--- src/rtl/dmem_arbiter.sv ---
// -----------------------------------------------------------------------------
// dmem_arbiter
//
// Two-requester arbiter in front of a single-ported, combinational-read data
// memory. The CPU port is parked: it is granted with zero latency whenever
// the arbiter is in the CPU state. A debug/loader port is served by moving to
// the DBG state for exactly one cycle. If the CPU keeps the memory busy, the
// debug port is forced in after STARVE_MAX consecutive contended CPU grants.
//
// Parameters
//   STARVE_MAX  consecutive contended CPU grants before one debug grant is
//               forced (legal range 1..15).
//
// Ports
//   clk, reset           clock; asynchronous active-low reset
//   c_req/c_we/c_addr/c_wd   CPU request, write enable, byte address, data
//   c_gnt, c_stall, c_rd     CPU grant, stall (req & ~gnt), read data
//   d_req/d_we/d_addr/d_wd   debug request, write enable, address, data
//   d_gnt, d_rd              debug grant, read data
//   m_we, m_addr, m_wd       memory write enable, address, write data
//   m_rd                     memory combinational read data
//
// Optional feature (macro DMEM_ARB_STATS_EN)
//   cpu_acc_cnt, dbg_acc_cnt, stall_cnt: 32-bit wrapping counters of c_gnt,
//   d_gnt and c_stall cycles, cleared by reset.
// -----------------------------------------------------------------------------
module dmem_arbiter #(
    parameter int unsigned STARVE_MAX = 4
) (
    input  logic        clk,
    input  logic        reset,
    // CPU port
    input  logic        c_req,
    input  logic        c_we,
    input  logic [31:0] c_addr,
    input  logic [31:0] c_wd,
    output logic        c_gnt,
    output logic        c_stall,
    output logic [31:0] c_rd,
    // debug / loader port
    input  logic        d_req,
    input  logic        d_we,
    input  logic [31:0] d_addr,
    input  logic [31:0] d_wd,
    output logic        d_gnt,
    output logic [31:0] d_rd,
    // data memory
    output logic        m_we,
    output logic [31:0] m_addr,
    output logic [31:0] m_wd,
    input  logic [31:0] m_rd
`ifdef DMEM_ARB_STATS_EN
    ,
    output logic [31:0] cpu_acc_cnt,
    output logic [31:0] dbg_acc_cnt,
    output logic [31:0] stall_cnt
`endif
);

    typedef enum logic {
        ST_CPU = 1'b0,
        ST_DBG = 1'b1
    } state_t;

    localparam logic [3:0] STARVE_LAST = 4'(STARVE_MAX - 1);

    state_t     state, state_nxt;
    logic [3:0] starve_cnt, starve_nxt;

    // Read data is broadcast; each requester only trusts it while granted.
    assign c_rd = m_rd;
    assign d_rd = m_rd;

    // NOTE: state registers use non-blocking assignments so every flop samples
    // the pre-edge value of its inputs, independent of block ordering.
    always_ff @(posedge clk or negedge reset) begin
        if (!reset) begin
            state      <= ST_CPU;
            starve_cnt <= 4'd0;
        end else begin
            state      <= state_nxt;
            starve_cnt <= starve_nxt;
        end
    end

    // NOTE: every output of this block is given a default first, so no path
    // through the case statement can leave a signal unassigned (no latches).
    always_comb begin
        state_nxt  = state;
        starve_nxt = starve_cnt;
        c_gnt      = 1'b0;
        d_gnt      = 1'b0;
        m_we       = 1'b0;
        m_addr     = c_addr;
        m_wd       = c_wd;

        unique case (state)
            ST_CPU: begin
                c_gnt = c_req;
                m_we  = c_req & c_we;
                if (!d_req) begin
                    starve_nxt = 4'd0;
                end else if (!c_req || starve_cnt == STARVE_LAST) begin
                    // Idle CPU, or the CPU has had its quota of contended
                    // grants: hand the next cycle to the debug port.
                    state_nxt  = ST_DBG;
                    starve_nxt = 4'd0;
                end else begin
                    // Below STARVE_LAST here, so the increment saturates by
                    // construction: reaching STARVE_LAST forces the DBG branch.
                    starve_nxt = starve_cnt + 4'd1;
                end
            end
            ST_DBG: begin
                d_gnt     = d_req;
                m_addr    = d_addr;
                m_wd      = d_wd;
                m_we      = d_req & d_we;
                state_nxt = ST_CPU;
                if (!d_req) begin
                    starve_nxt = 4'd0;
                end
            end
            default: begin
                state_nxt  = ST_CPU;
                starve_nxt = 4'd0;
            end
        endcase

        // NOTE: grants and the write enable depend combinationally on the
        // request inputs, so clearing the state flops alone is not enough; the
        // outputs are also gated while reset is held, independent of the clock.
        if (!reset) begin
            c_gnt = 1'b0;
            d_gnt = 1'b0;
            m_we  = 1'b0;
        end
    end

    assign c_stall = reset & c_req & ~c_gnt;

`ifdef DMEM_ARB_STATS_EN
    always_ff @(posedge clk or negedge reset) begin
        if (!reset) begin
            cpu_acc_cnt <= 32'd0;
            dbg_acc_cnt <= 32'd0;
            stall_cnt   <= 32'd0;
        end else begin
            if (c_gnt)   cpu_acc_cnt <= cpu_acc_cnt + 32'd1;
            if (d_gnt)   dbg_acc_cnt <= dbg_acc_cnt + 32'd1;
            if (c_stall) stall_cnt   <= stall_cnt + 32'd1;
        end
    end
`endif

endmodule

--- config.mk ---
export PLATFORM = sky130hd
export DESIGN_NAME = dmem_arbiter
export DESIGN_NICKNAME = d
export VERILOG_FILES = /design/src/rtl/dmem_arbiter.sv
export SDC_FILE = /design/constraint.sdc
export NUM_CORES = 1
export LEC_CHECK = 0
export BUFFER_PORTS_ARGS = -buffer_cell sky130_fd_sc_hd__buf_2
export CAP_MARGIN = 20
export CORE_AREA = 5 5 112 114
export DETAILED_ROUTE_END_ITERATION = 7
export DIE_AREA = 0 0 117 119
export SETUP_SLACK_MARGIN = 0.2
export SYNTH_ARGS = -nofsm -noshare
export SYNTH_HDL_FRONTEND = slang
export SYNTH_SLANG_ARGS = --single-unit
export TNS_END_PERCENT = 5
--- constraint.sdc ---
create_clock -name clk -period 2.4 [get_ports clk]
set_input_delay 0.24 -clock clk [delete_from_list [all_inputs] [get_ports clk]]
set_output_delay 0.24 -clock clk [all_outputs]
set_load 0.05 [all_outputs]
==> impl_metrics.csv, run 1 <==
group,metric,value,unit
run_status,outcome,"completed",
synthesis,syn_area_per_cell,9.18,um2
timing,tightest_slew,0.483,ns
cts,cts_sinks,5,
synthesis,synth_mux_area_share,47.3,%
job,cap_violations,0,
final_layout,fillers,1237,
synthesis,yosysWarningCount,0,
global_routing,grt_pass1_vias,1826,
cts,clk_latency,0.23,ns
cts,tritoncts,"yes",
cts,cts_made_buffers,3,
final_layout,nNetsFinal,470,
timing,drv_slew,0,
worst_setup_path,path_max_fanout,41,
hold_path,hp-start,"d_req",
synthesis,synth_area,1520,um2
synthesis,synthXorXnorAreaFrac,0,%
detailed_routing,first_iter_violations,18,
worst_setup_path,worst_ep_required_time,2.16,ns
hold_path,holdPathStages,3,
worst_setup_path,endpoint_kind,"output pin",
detailed_routing,dr.pass1.iters,2,
timing,finalSetupTns,0,ns
worst_setup_path,cp_cell_sequence,"buf_4 > mux2_2 > buf_2",
worst_setup_path,r2r-start,"state",
floorplan,die_height,119,um
detailed_routing,ant_nets,0,
detailed_routing,routed_wl,6340,um
final_layout,finalInstanceArea,2290,um2
cts,path_clk_slew,0.03,ns
cts,ctsResizeCount,0,
timing,clock.fmax,0.530,GHz
synthesis,synth_compound_area_share,2.63,%
final_layout,layout-drive-gt1-share,89.7,%
detailed_routing,vias,1719,
hold_path,hold_end,"starve_cnt[1]",
synthesis,ys_ff_latch,5,
final_layout,final_common_cell,"buf_2",
floorplan,initial_core_util,13.5,%
final_layout,layout_common_cells,"buf_2, mux2_2, o21ai_0, nand3_1, dfrtp_1",
placed_design,dp_hpwl,5670,um
final_layout,area_growth,50.5,%
detailed_routing,vias_per_cell,3.86,
worst_setup_path,worstSetupStartpointType,"flip-flop",
floorplan,core_area,11300,um2
detailed_routing,wire_per_inst,14.2,um
cts,postCtsSetupRepairBufs,0,
worst_setup_path,r2r-end,"starve_cnt[0]",
floorplan,die_w,117,um
synthesis,synth_fp_nets,333,
timing,clock_skew,0.00226,ns
floorplan,io_pins,298,
timing,rsz0062_at_grt,"no",
timing,hold_violations,0,
global_routing,grt_max_degree,42,
synthesis,synthCells,166,
synthesis,synth_fa_ha_area_share,0.821,%
cts,cts.path.max_buffers,2,
timing,fin_crit,1.89,ns
timing,maxSlewHeadroom,67.8,%
floorplan,std_cell_rows,39,
global_routing,antenna_found_initial,1,
global_routing,gr-total-overflow,0,
global_routing,track_usage,7.87,%
synthesis,yosys.cell_types.count,22,
pwr,power_density,450,nW/um2
worst_setup_path,reg2reg_depth,3,
synthesis,yosysSeqAreaShare,8.21,%
placed_design,dpl-instance-area,2200,um2
worst_setup_path,critPathSlowestCell,"buf_4",
worst_setup_path,path_class,"flip-flop to output pin",
cts,htree_levels,1,
worst_setup_path,critPathArrivalTime,1.65,ns
synthesis,synthSimpleGateAreaFrac,6.65,%
hold_path,hp-class,"input port to flip-flop",
final_layout,antenna-diode-count,0,
placed_design,portBuffers,201,
timing,layout_worst_path_cycle_share,78.6,%
floorplan,dieArea,13900,um2
pwr,ir_drop,155,uV
synthesis,synth_top_family_by_area,"multiplexers",
placed_design,gp_congestion,0.809,
global_routing,grt_pass1_wl,8630,um
worst_setup_path,r2r_slack,1.08,ns
worst_setup_path,max_stage_delay,0.42,ns
pwr,p_leak,1.21,nW
detailed_routing,drc,0,
cts,clock_tree.root_cell,"clkbuf_16",
timing,finalSetupViolCount,0,
final cells by class:
| cell class | count | area, um2 | area share, % |
|---|---|---|---|
| timing repair buffer | 204 | 1030 | 45.0 |
| multi-input combinational | 88 | 875 | 38.1 |
| tap | 143 | 179 | 7.80 |
| sequential | 5 | 126 | 5.51 |
| clock buffer | 4 | 78.8 | 3.44 |
| inverter | 1 | 3.75 | 0.164 |
metal layers:
layer / share of wire (%) / global-route usage [%] / wire length, um / vias up
li1: - / - / - / 783
met1: 28 / 6.14 / 1790 / 754
met2: 52 / 15.9 / 3270 / 165
met3: 17 / 3.30 / 1050 / 15
met4: 3.3 / 3.66 / 212 / 2
met5: 0.21 / 0 / 13 / -
critical path, delay by kind of cell (launching register included):
| kind | cells | cell delay (ns) |
|---|---|---|
| mux | 1 | 0.42 |
| buf+inv | 2 | 0.64 |
| flops | 1 | 0.35 |
power by group:
part,switching [mW],internal (mW)
logic,0.443,0.223
registers,0.00227,0.0878
clock network,0.0561,0.220
total,0.501,0.531
per-stage QoR:
step | util (%) | hold slack [ns] | total power, mW | instances | setup WS, ns
CTS | 20.3 | 0.307 | 1.04 | 445 | 0.492
finish | 20.3 | 0.304 | 1.03 | 445 | 0.513
global placement | 19.5 | 0.0896 | 0.753 | 440 | 0.763
floorplan | - | -0.0556 | 0.844 | 166 | 0.640
global route | 20.3 | 0.332 | 1.08 | 445 | 0.442
detailed placement | 19.5 | 0.0900 | 0.761 | 440 | 0.726
synthesized netlist by cell type, drive strengths merged:
master   n  area (um2)
buf     72         521
mux2    64         721
dfrtp    5         125
nand3    4        20.0
o21ai    4        20.0
and3     2        12.5
a21oi    1        5.00
a22o     1        8.76
a31oi    1        6.26
and2     1        6.26
and2b    1        7.51
ha       1        12.5
inv      1        3.75
nand2    1        3.75
nand2b   1        6.26
nand3b   1        7.51
nand4b   1        8.76
nor2b    1        6.26
nor3b    1        7.51
or3      1        6.26
or3b     1        8.76
sequential cells by signal (all words and copies together), names as in the netlist:
register    count
starve_cnt      4
state           1
kinds of logic (layout without fill, tap and decap cells):
kind of cell | after synthesis | after routing
adders and majority gates | 1 | 1
AOI/OAI and AO/OA | 7 | 7
DFF | 5 | 5
and+or+nand+nor | 16 | 16
muxes | 64 | 64
buffers and inverters | 73 | 209
how the worst max path moves through the flow:
stage               start         to  slack, ns  depth (start not counted)
floorplan           state       m_we       0.64                          3
global placement    state  m_addr[2]       0.76                          3
detailed placement  state   m_wd[31]       0.73                          3
CTS                 state   m_wd[31]       0.49                          3
global route        state   m_wd[31]       0.44                          3
finish              state  m_addr[5]       0.51                          3
timing repair:
action                                 in CTS  in global routing
setup endpoints to repair                   0                  0
endpoints found under the hold margin       5                  0
hold buffers                                1                  0
Power figures use the tool's default switching activity.
==> inputs of run 2 (changes only) <==
- clock period: 2.4 -> 1.9 ns (I/O delays scaled with it)
==> run 2 against run 1 <==
Setup slack lost 0.30 ns. Final cell count grew 0.22%. Core utilization grew 0.14 points. Via count shrank 2.5%. Critical endpoint is now m_wd[26]. Clock power grew 24%.
==> impl_metrics.csv, run 2 (synthesis gave the netlist of run 1 again) <==
group,metric,value,unit
run_status,outcome,"completed",
global_routing,grt_max_degree,53,
cts,clk_latency,0.22,ns
cts,htree_levels,1,
floorplan,initial_core_util,13.5,%
final_layout,layout-drive-gt1-share,90.1,%
pwr,switching_share,48.3,%
floorplan,die_height,119,um
cts,tritoncts,"yes",
cts,postCtsSetupRepairBufs,0,
global_routing,grt_pass1_wl,8940,um
detailed_routing,ant_nets,0,
final_layout,top_register,"starve_cnt",
timing,finalSetupViolCount,0,
final_layout,largest_reg_flops,4,
timing,clock.fmax,0.594,GHz
final_layout,nNetsFinal,470,
floorplan,core_area,11300,um2
timing,layout_worst_path_cycle_share,88.6,%
final_layout,layout_common_cells,"buf_2, mux2_2, o21ai_0, nand3_1, dfrtp_1",
final_layout,final_common_cell,"buf_2",
global_routing,antenna_found_initial,0,
timing,hold_ws,0.279,ns
detailed_routing,wire_per_inst,13.7,um
detailed_routing,vias,1676,
timing,maxSlewHeadroom,78.2,%
timing,drv_slew,0,
floorplan,std_cell_rows,39,
cts,cts_made_buffers,3,
worst_setup_path,path_class,"flip-flop to output pin",
timing,clock_skew,0.000431,ns
cts,path_clk_slew,0.03,ns
worst_setup_path,worst_ep_required_time,1.71,ns
pwr,ir_drop,442,uV
placed_design,gp_congestion,0.722,
pwr,power_density,564,nW/um2
placed_design,dp_hpwl,5530,um
timing,finalSetupTns,0,ns
detailed_routing,routed_wl,6110,um
global_routing,track_usage,7.76,%
worst_setup_path,worstSetupStartpointType,"flip-flop",
placed_design,dpl-instance-area,2220,um2
detailed_routing,vias_per_cell,3.76,
detailed_routing,dr.pass1.iters,4,
pwr,finalPower,1.30,mW
cts,ctsResizeCount,0,
pwr,netSwitchingPower,0.629,mW
hold_path,hp-class,"input port to flip-flop",
timing,hold_violations,0,
pwr,comb_power_share,64.9,%
floorplan,io_pins,298,
cts,clock_tree.root_cell,"clkbuf_16",
final_layout,area_growth,51.6,%
timing,tightest_slew,0.324,ns
detailed_routing,drc,0,
floorplan,die_w,117,um
detailed_routing,first_iter_violations,18,
placed_design,portBuffers,201,
global_routing,grt_pass1_vias,1808,
pwr,intPower,0.674,mW
pwr,p_leak,1.21,nW
final_layout,top_regs,"starve_cnt x4, state x1",
cts,cts.path.max_buffers,2,
job,cap_violations,0,
timing,fin_crit,1.68,ns
timing,rsz0062_at_grt,"yes",
worst_setup_path,path_max_fanout,52,
final_layout,final_core_util,20.4,%
pwr,clockPowerShare,26.3,%
floorplan,dieArea,13900,um2
global_routing,gr-total-overflow,0,
final_layout,finalInstanceArea,2310,um2
pwr,seqPwrFrac,8.8,%
cts,cts_sinks,5,
worst_setup_path,endpoint_kind,"output pin",
worst_setup_path,critPathArrivalTime,1.49,ns
[run 2: final timing paths]
kind	start	to	slack, ns	cells past startpoint
setup reg to reg	state	starve_cnt[0]	0.66	3
hold reg to reg	starve_cnt[1]	starve_cnt[1]	0.56	2
hold / removal	d_req	starve_cnt[1]	0.28	3
setup / recovery	state	m_wd[26]	0.22	3
max in group asynchronous	reset	state	1.27	2
min in group asynchronous	reset	starve_cnt[2]	0.41	2
[run 2: critical path, cell delays in order, from the launching register on]
cell,delay [ns]
dfrtp_2,0.38
buf_12,0.25
mux2_2,0.38
buf_2,0.21
[run 2: cell type report]
class / count / area [um2]
fillers: 1275 / 9010
repair buffers: 204 / 1040
multi-input cells: 88 / 876
well taps: 143 / 179
flip-flops and latches: 5 / 126
clock buffers: 4 / 78.8
inverters: 1 / 3.75
diodes: 1 / 2.50
[run 2: stage by stage]
stage | instances | setup WS [ns]
final | 446 | 0.217
after global routing | 445 | 0.158
after CTS | 445 | 0.208
after detailed placement | 440 | 0.450
after global placement | 440 | 0.470
after floorplan | 166 | 0.318
[run 2: timing repair]
item,in CTS,in global routing
hold buffers,1,0
hold endpoints to repair,5,0
endpoints found under the setup margin,0,52
[run 2: layer usage]
metal | share of wire (%) | up-vias | track usage (%)
met5 | 0 | - | 0
met3 | 12 | 23 | 2.74
met4 | 2.9 | 0 | 2.15
met2 | 50 | 104 | 14.0
met1 | 35 | 764 | 8.48
li1 | - | 785 | -
[run 2: power groups by stage]
stage / sequential [mW] / combinational, mW / clock (mW)
2_1_floorplan: 0.114 / 0.952 / 0
3_5_place_dp: 0.116 / 0.850 / 0
5_1_grt: 0.115 / 0.890 / 0.355
4_1_cts: 0.115 / 0.855 / 0.347
6_report: 0.115 / 0.845 / 0.343
3_3_place_gp: 0.116 / 0.844 / 0
